$ cat src/rtl/cpu_pkg.sv
// Shared CPU core definitions: datapath widths, operand-select encodings
// and the ALU control opcodes used by the EX stage and the ALU.
package cpu_pkg;

  localparam int XLEN    = 32;
  localparam int RADDR_W = 5;
  localparam int CTRL_W  = 5;

  typedef enum logic [1:0] {
    A_SEL_RS1  = 2'd0,
    A_SEL_PC   = 2'd1,
    A_SEL_ZERO = 2'd2,
    A_SEL_RSVD = 2'd3
  } a_sel_e;

  typedef enum logic {
    B_SEL_RS2 = 1'b0,
    B_SEL_IMM = 1'b1
  } b_sel_e;

  localparam logic [CTRL_W-1:0] ALU_ADD  = 5'b00000;
  localparam logic [CTRL_W-1:0] ALU_SUB  = 5'b00001;
  localparam logic [CTRL_W-1:0] ALU_AND  = 5'b00010;
  localparam logic [CTRL_W-1:0] ALU_OR   = 5'b00011;
  localparam logic [CTRL_W-1:0] ALU_XOR  = 5'b00100;
  localparam logic [CTRL_W-1:0] ALU_SLL  = 5'b00101;
  localparam logic [CTRL_W-1:0] ALU_SRL  = 5'b00110;
  localparam logic [CTRL_W-1:0] ALU_SRA  = 5'b00111;
  localparam logic [CTRL_W-1:0] ALU_SLT  = 5'b01000;
  localparam logic [CTRL_W-1:0] ALU_SLTU = 5'b01001;

endpackage

$ cat src/rtl/fwd_mux.sv
// Single-source forward resolver: picks EX/MEM, then MEM/WB, then the
// captured register-file data for one source operand. x0 is never forwarded.
module fwd_mux #(
  parameter int XLEN    = 32,
  parameter int RADDR_W = 5
) (
  input  logic [RADDR_W-1:0] i_addr,
  input  logic [XLEN-1:0]    i_cap_data,
  input  logic               i_exmem_we,
  input  logic [RADDR_W-1:0] i_exmem_rd,
  input  logic [XLEN-1:0]    i_exmem_data,
  input  logic               i_memwb_we,
  input  logic [RADDR_W-1:0] i_memwb_rd,
  input  logic [XLEN-1:0]    i_memwb_data,
  output logic [XLEN-1:0]    o_data,
  output logic               o_memwb_hit
);

  logic w_src_nz;
  logic w_exmem_hit;
  logic w_memwb_hit;

  assign w_src_nz    = (i_addr != {RADDR_W{1'b0}});
  assign w_exmem_hit = i_exmem_we & (i_exmem_rd == i_addr) & w_src_nz;
  assign w_memwb_hit = i_memwb_we & (i_memwb_rd == i_addr) & w_src_nz;
  assign o_memwb_hit = w_memwb_hit;

  // Youngest producer wins.
  always_comb begin
    o_data = i_cap_data;
    if (w_exmem_hit) begin
      o_data = i_exmem_data;
    end else if (w_memwb_hit) begin
      o_data = i_memwb_data;
    end else begin
      o_data = i_cap_data;
    end
  end

endmodule

$ cat src/rtl/ex_operand_stage.sv
// ID/EX pipeline register with EX-stage operand forwarding and ALU source
// select. Forwarding is combinational from the registered slot and live buses.
module ex_operand_stage #(
  parameter int XLEN    = cpu_pkg::XLEN,
  parameter int RADDR_W = cpu_pkg::RADDR_W,
  parameter int CTRL_W  = cpu_pkg::CTRL_W
) (
  input  logic               clk,
  input  logic               rst,
  input  logic               id_valid,
  input  logic [XLEN-1:0]    id_pc,
  input  logic [RADDR_W-1:0] id_rs1_addr,
  input  logic [RADDR_W-1:0] id_rs2_addr,
  input  logic [XLEN-1:0]    id_rs1_data,
  input  logic [XLEN-1:0]    id_rs2_data,
  input  logic [XLEN-1:0]    id_imm,
  input  logic [RADDR_W-1:0] id_rd_addr,
  input  logic               id_reg_write,
  input  logic [CTRL_W-1:0]  id_alu_ctrl,
  input  logic [1:0]         id_a_sel,
  input  logic               id_b_sel,
  input  logic               stall,
  input  logic               flush,
  input  logic               exmem_reg_write,
  input  logic [RADDR_W-1:0] exmem_rd_addr,
  input  logic [XLEN-1:0]    exmem_result,
  input  logic               memwb_reg_write,
  input  logic [RADDR_W-1:0] memwb_rd_addr,
  input  logic [XLEN-1:0]    memwb_result,
  output logic [XLEN-1:0]    alu_a,
  output logic [XLEN-1:0]    alu_b,
  output logic [CTRL_W-1:0]  alu_ctrl,
  output logic [XLEN-1:0]    ex_store_data,
  output logic [XLEN-1:0]    ex_pc,
  output logic [RADDR_W-1:0] ex_rd_addr,
  output logic               ex_reg_write,
  output logic               ex_valid
);

  import cpu_pkg::*;

  logic               r_valid;
  logic [XLEN-1:0]    r_pc;
  logic [RADDR_W-1:0] r_rs1_addr;
  logic [RADDR_W-1:0] r_rs2_addr;
  logic [XLEN-1:0]    r_rs1_data;
  logic [XLEN-1:0]    r_rs2_data;
  logic [XLEN-1:0]    r_imm;
  logic [RADDR_W-1:0] r_rd_addr;
  logic               r_reg_write;
  logic [CTRL_W-1:0]  r_alu_ctrl;
  a_sel_e             r_a_sel;
  b_sel_e             r_b_sel;

  logic [XLEN-1:0]    w_fwd_rs1;
  logic [XLEN-1:0]    w_fwd_rs2;
  logic               w_rs1_memwb_hit;
  logic               w_rs2_memwb_hit;
  logic [XLEN-1:0]    w_alu_a;
  logic [XLEN-1:0]    w_alu_b;

  // Slot update: flush still loads ID fields but kills valid/reg_write.
  // A stalled slot absorbs MEM/WB writebacks so they survive retirement.
  always_ff @(posedge clk) begin
    if (rst) begin
      r_valid     <= 1'b0;
      r_pc        <= {XLEN{1'b0}};
      r_rs1_addr  <= {RADDR_W{1'b0}};
      r_rs2_addr  <= {RADDR_W{1'b0}};
      r_rs1_data  <= {XLEN{1'b0}};
      r_rs2_data  <= {XLEN{1'b0}};
      r_imm       <= {XLEN{1'b0}};
      r_rd_addr   <= {RADDR_W{1'b0}};
      r_reg_write <= 1'b0;
      r_alu_ctrl  <= {CTRL_W{1'b0}};
      r_a_sel     <= A_SEL_RS1;
      r_b_sel     <= B_SEL_RS2;
    end else if (flush || !stall) begin
      r_valid     <= id_valid & ~flush;
      r_pc        <= id_pc;
      r_rs1_addr  <= id_rs1_addr;
      r_rs2_addr  <= id_rs2_addr;
      r_rs1_data  <= id_rs1_data;
      r_rs2_data  <= id_rs2_data;
      r_imm       <= id_imm;
      r_rd_addr   <= id_rd_addr;
      r_reg_write <= id_reg_write & id_valid & ~flush;
      r_alu_ctrl  <= id_alu_ctrl;
      r_a_sel     <= a_sel_e'(id_a_sel);
      r_b_sel     <= b_sel_e'(id_b_sel);
    end else begin
      if (w_rs1_memwb_hit) begin
        r_rs1_data <= memwb_result;
      end
      if (w_rs2_memwb_hit) begin
        r_rs2_data <= memwb_result;
      end
    end
  end

  fwd_mux #(.XLEN(XLEN), .RADDR_W(RADDR_W)) u_fwd_rs1 (
    .i_addr       (r_rs1_addr),
    .i_cap_data   (r_rs1_data),
    .i_exmem_we   (exmem_reg_write),
    .i_exmem_rd   (exmem_rd_addr),
    .i_exmem_data (exmem_result),
    .i_memwb_we   (memwb_reg_write),
    .i_memwb_rd   (memwb_rd_addr),
    .i_memwb_data (memwb_result),
    .o_data       (w_fwd_rs1),
    .o_memwb_hit  (w_rs1_memwb_hit)
  );

  fwd_mux #(.XLEN(XLEN), .RADDR_W(RADDR_W)) u_fwd_rs2 (
    .i_addr       (r_rs2_addr),
    .i_cap_data   (r_rs2_data),
    .i_exmem_we   (exmem_reg_write),
    .i_exmem_rd   (exmem_rd_addr),
    .i_exmem_data (exmem_result),
    .i_memwb_we   (memwb_reg_write),
    .i_memwb_rd   (memwb_rd_addr),
    .i_memwb_data (memwb_result),
    .o_data       (w_fwd_rs2),
    .o_memwb_hit  (w_rs2_memwb_hit)
  );

  // Operand A source; the reserved encoding reads as zero.
  always_comb begin
    w_alu_a = {XLEN{1'b0}};
    case (r_a_sel)
      A_SEL_RS1:  w_alu_a = w_fwd_rs1;
      A_SEL_PC:   w_alu_a = r_pc;
      A_SEL_ZERO: w_alu_a = {XLEN{1'b0}};
      default:    w_alu_a = {XLEN{1'b0}};
    endcase
  end

  // Operand B source.
  always_comb begin
    w_alu_b = w_fwd_rs2;
    if (r_b_sel == B_SEL_IMM) begin
      w_alu_b = r_imm;
    end else begin
      w_alu_b = w_fwd_rs2;
    end
  end

  assign alu_a         = w_alu_a;
  assign alu_b         = w_alu_b;
  assign alu_ctrl      = r_alu_ctrl;
  assign ex_store_data = w_fwd_rs2;
  assign ex_pc         = r_pc;
  assign ex_rd_addr    = r_rd_addr;
  assign ex_reg_write  = r_reg_write & r_valid;
  assign ex_valid      = r_valid;

endmodule

$ cat config.mk
export PLATFORM = sky130hd
export DESIGN_NAME = ex_operand_stage
export DESIGN_NICKNAME = d
export VERILOG_FILES = /design/src/rtl/cpu_pkg.sv /design/src/rtl/fwd_mux.sv /design/src/rtl/ex_operand_stage.sv
export SDC_FILE = /design/constraint.sdc
export NUM_CORES = 1
export LEC_CHECK = 0
export BUFFER_PORTS_ARGS = -buffer_cell sky130_fd_sc_hd__buf_4
export CAP_MARGIN = 20
export CORE_AREA = 2 2 147 149
export CTS_CLUSTER_DIAMETER = 200
export DETAILED_ROUTE_END_ITERATION = 12
export DIE_AREA = 0 0 149 151
export GPL_TIMING_DRIVEN = 0
export PLACE_DENSITY = 0.69
export REMOVE_ABC_BUFFERS = 1
export SYNTH_ARGS = -nofsm -noshare
export SYNTH_HDL_FRONTEND = slang
export SYNTH_SLANG_ARGS = --single-unit
$ cat constraint.sdc
create_clock -name clk -period 2.1 [get_ports clk]
set_input_delay 0.21 -clock clk [delete_from_list [all_inputs] [get_ports clk]]
set_output_delay 0.21 -clock clk [all_outputs]
set_load 0.02 [all_outputs]
# Word level (Yosys, flattened, before mapping)
# Cells that the tools add are included.
# word_totals
elab_cells	43
ramBits	0
latch_bits	0
mem_bits_ro	0
input_bits	233
memories	0
register_bits	153
# op_classes
n_shift	0
n_eq_ne	5
reduce_logical	5
bitwise_logic	13
n_mux	8
div	0
addsub	0
multipliers	0
n_lt_le_gt_ge	0
# ops
cell	count
$mux 32	7
$pmux 32 s2	1
$eq 5x5->1	4
$and 1x1->1	12
$reduce_bool 5->1	2
$eq 2x1->1 const B	1
$logic_not 2->1	1
$logic_not 1->1	1
$logic_or 1x1->1	1
$not 1->1	1

# Depth between registers and ports, before layout
# depth
ltp_word	6
depth_mapped	7
ltp_nobuf	5

# Modules after synthesis
# A second synthesis with hierarchy kept.
# unflattened
cells_unflattened	1183
area_unflattened_um2	9101.2
# modules_own_cells
mod	area_per_inst_um2	n_inst	cells_each	seq_area_each_um2
ex_operand_stage	6819.0	1	781	3062.9
fwd_mux	1141.1	2	201	0.0

# Least setup slack after synthesis
# No wires, ideal clock.
# synth_path
kind	register to output
start	reg r_rs2_addr[0]
end	out alu_b[10]
stages_incl_launch_ff	7
arrival_ps	2214
n_path_buf	1
setup_slack_ps	-324
cell_sequence	dfxtp_1 > or4_4 > o211ai_4 > buf_2 > o21ai_0 > a31oi_1 > mux2_2
# synth_via
elab_chain_len	6
elab_cells_between_ends	10
classes_between	eq/ne (2); mux (3); bitwise (4); reduce/logical (1)
# synth_rtl
item	line_no	source
start, declared	ex_operand_stage.sv:45	logic [RADDR_W-1:0] r_rs2_addr;
start signal, assigned	ex_operand_stage.sv:69	r_rs2_addr <= {RADDR_W{1'b0}};
start signal, assigned	ex_operand_stage.sv:82	r_rs2_addr <= id_rs2_addr;
$eq 5x5->1	fwd_mux.sv:25	assign w_memwb_hit = i_memwb_we & (i_memwb_rd == i_addr) & w_src_nz;
$and 1x1->1 (2 in series)	fwd_mux.sv:25	
$mux 32	fwd_mux.sv:33	end else if (w_memwb_hit) begin
$mux 32 (*)	fwd_mux.sv:31	if (w_exmem_hit) begin
net ex_store_data[10]	ex_operand_stage.sv:33	output logic [XLEN-1:0] ex_store_data,
$mux 32 (*)	ex_operand_stage.sv:141	if (r_b_sel == B_SEL_IMM) begin
end, declared	ex_operand_stage.sv:31	output logic [XLEN-1:0] alu_b,
# Mark *: on every way through the listed nets, which the timed path passes. The rest lies on a longest branch.

# Final worst setup path
# layout_path
start	reg r_rs2_addr[1]
end	out alu_b[14]
# layout_via
elab_chain_len	6
elab_cells_between_ends	10
classes_between	eq/ne (2); mux (3); bitwise (4); reduce/logical (1)
# layout_rtl
item	line_no
$eq 5x5->1	fwd_mux.sv:25
$and 1x1->1 (2 in series)	fwd_mux.sv:25
$mux 32	fwd_mux.sv:33
$mux 32 (*)	fwd_mux.sv:31
$mux 32 (*)	ex_operand_stage.sv:141
# Every way passes the cells marked *; elsewhere a longest branch is shown, timed or not.

==> impl_metrics.ini <==
[power]
finalPower_mw = 9.437
power_density_nw_per_um2 = 661.9
vdd_drop_max_mv = 0.4852
leakage_nw = 5.970

[global_routing]
grt_pass1_wl_um = 51380
use_met1_pct = 33.68
top_usage_layer = met2
grt_max_degree = 90
antenna_found_initial = 1
grtUsageMet2_pct = 52.21
grt_overflow = 0
gr-usage-met3_pct = 8.072
grtUsageTotal_pct = 29.88
grt_pass1_vias = 9173

[hold_path]
holdCritStartpoint = flush
hp-class = in -> reg
min_delay_worst_endpoint = r_reg_write$_SDFFE_PP0P_
whs_path_depth = 2

[worst_setup_path]
rr_worst_depth = 10
crit_cells = 8
critPathTopFamily = simple AND/OR/NAND/NOR gates
reg2reg_setup_slack_ps = -110
critPathSlowestCell = or4_4
end_kind = output port
crit_chain = or4_4, o211ai_4, clkbuf_16, or2_4, buf_12, a31oi_4, mux2_4, buf_6
r2r-start = r_rs1_addr[0]$_SDFFE_PP0P_
arrival_ps = 2670
worst-path-max-fanout = 6
crit_buf_inv = 3
r2r-end = r_rs1_data[12]$_SDFF_PP0_
path_class = reg -> out
cp.required_ps = 1890
max_stage_delay_ps = 600
critPathLaunchType = register

[floorplan]
die_h_um = 151
initial_core_util_pct = 36.80
dieArea_um2 = 22500
pin_count = 373
core-area_um2 = 20820
die_x_um = 149
placementRows = 53

[finish]
final_cell_mix = buf_4 (323), nand2_1 (207), dfxtp_1 (143), buf_6 (95), a21oi_1 (88)
area_delta_synth_final_pct = 86.06
nets = 1624
final_core_util_pct = 68.48
finish.instance_area_um2 = 14260
fillers = 1612
stdcell_count = 1681
layout_commonest_cell = buf_4
drive_above_1_share_pct = 48.08

[sta]
period_share_pct = 136.9
clock.fmax_mhz = 347.8
clock_skew_ps = 13.58
maxSlewViolCount = 0
hold_viol = 0
min_period_ps = 2876
rsz0062_at_grt = yes
finalSetupViolations = 97
timing.setup.tns_ps = -61190
max_slew_margin_pct = 37.24
worstMarginPinSlew_ps = 940.3
hold_ws_ps = 26.84
worst_slack_ps = -775.5

[detailed_routing]
dr.first_iter.drc_count = 485
routed_wl_um = 36340
avgRoutedWirePerCell_um = 21.62
drc = 0
via_per_inst = 5.491
ant_nets = 0
vias = 9230
first_pass_iters = 6

[outcome]
violations = negative setup slack
status = finished with violations

[synth]
synthesis.area_um2 = 7664
syn_avg_cell_area_um2 = 7.687
synth_top_area_share_pct = 39.97
yosys_warnings = 0
synth_cell_types = 32
async_flop_share_pct = 0
synthCells = 997
synth_flop_cell = dfxtp_1
synth_seq_area_share_pct = 39.97
synth-seq-cells = 153
yosysTopAreaCell = dfxtp_1
synth_edf_count = 0
synthTopCellsByArea = dfxtp_1 (40%), nand2_1 (10%), a21oi_1 (5.7%), mux2_2 (4.7%), mux2i_1 (4.2%)

[placement]
gp_congestion = 0.8280
dpl_cell_area_um2 = 10870
dp_hpwl_um = 21160
dpl_worst_slack_ps = -1466
dp_cells = 1574
portBuffers = 372

[job]
cap_violations = 0

[clock_network]
clockRootBuffer = clkbuf_16
numCtsBuffers = 17
clkLatencyLatePin_ps = 430
clk_pin_slew_ps = 60
cts_tree = built
clkSinkCount = 153
cts_max_path_buffers = 2
htree_levels = 4
ctsHoldBuffers = 0
## worst max-delay path by stage
stage | end | from | slack, ps
finish | alu_b[14] | r_rs2_addr[1]$_SDFFE_PP0P_ | -780
floorplan | r_rs2_data[0]$_SDFF_PP0_ | flush | -5960
CTS | alu_b[14] | r_rs2_addr[3]$_SDFFE_PP0P_ | -810
global route | alu_b[15] | r_rs2_addr[1]$_SDFFE_PP0P_ | -830
detailed placement | alu_b[30] | r_rs2_addr[0]$_SDFFE_PP0P_ | -1470
global placement | r_rs2_data[18]$_SDFF_PP0_ | flush | -10330
## cell families (layout without fill, tap and decap cells)
group           after synthesis  count (layout)  share of synthesized area (%)
buf+inv                     154             556                          7.886
compound gates              251             252                          21.44
xor+xnor                     20              20                          2.286
flops                       153             153                          39.97
other cells                   0               2                              0
simple gates                355             359                          19.54
mux                          64              64                          8.882
## layout make-up
type,instances,area [um2],share of cell area [%]
Multi-Input combinational cell,695,5562,39.00
Timing Repair Buffer,460,4393,30.81
Sequential cell,153,3085,21.64
Clock buffer,22,464.2,3.256
Tap cell,275,344.1,2.413
Inverter,64,240.2,1.685
Clock inverter,10,165.2,1.158
Antenna cell,2,5.005,0.03510
## where the power goes
| part | switching, mW | internal [mW] | leakage (nW) | total [mW] |
|---|---|---|---|---|
| sequential | 0.134 | 3.10 | 1.28 | 3.23 |
| clock | 1.31 | 2.07 | 0.309 | 3.38 |
| combinational | 1.40 | 1.43 | 4.38 | 2.83 |
## registers in the layout, indices dropped and copies added, names as in the netlist
register,flops
r_a_sel,2
r_rs1_data,32
ex_pc,32
r_rs2_addr,5
r_rs1_addr,5
ex_valid,1
r_rs2_data,32
alu_ctrl,5
r_b_sel,1
r_imm,32
ex_rd_addr,5
r_reg_write,1
## synthesized netlist by cell type (2+ instances only)
master,count
or3_1,32
nand2_1,208
o221ai_1,32
mux2i_1,32
o21ai_1,8
buf_1,6
inv_1,64
buf_2,9
xnor2_1,18
nor2_1,66
nand4_1,4
clkbuf_1,71
mux2_2,32
nor2b_1,3
xor2_1,2
a31oi_1,32
nor3_1,35
buf_4,4
a211oi_1,32
o21ai_0,24
a21oi_1,88
nand2b_1,2
dfxtp_1,153
a311oi_1,32
## what timing repair did
action / in CTS / in global routing
gates cloned: 10 / 2
setup buffers: 44 / 20
pin swaps: 23 / 28
gates resized for setup: 262 / 128
setup endpoints to repair: 155 / 107
## metal layers
metal / wire [um] / part of all wire (%)
met3: 2875 / 7.9
met4: 1472 / 4.1
met2: 18410 / 51
met1: 13580 / 37
met5: 0 / 0
(Power assumes the default switching activity.)
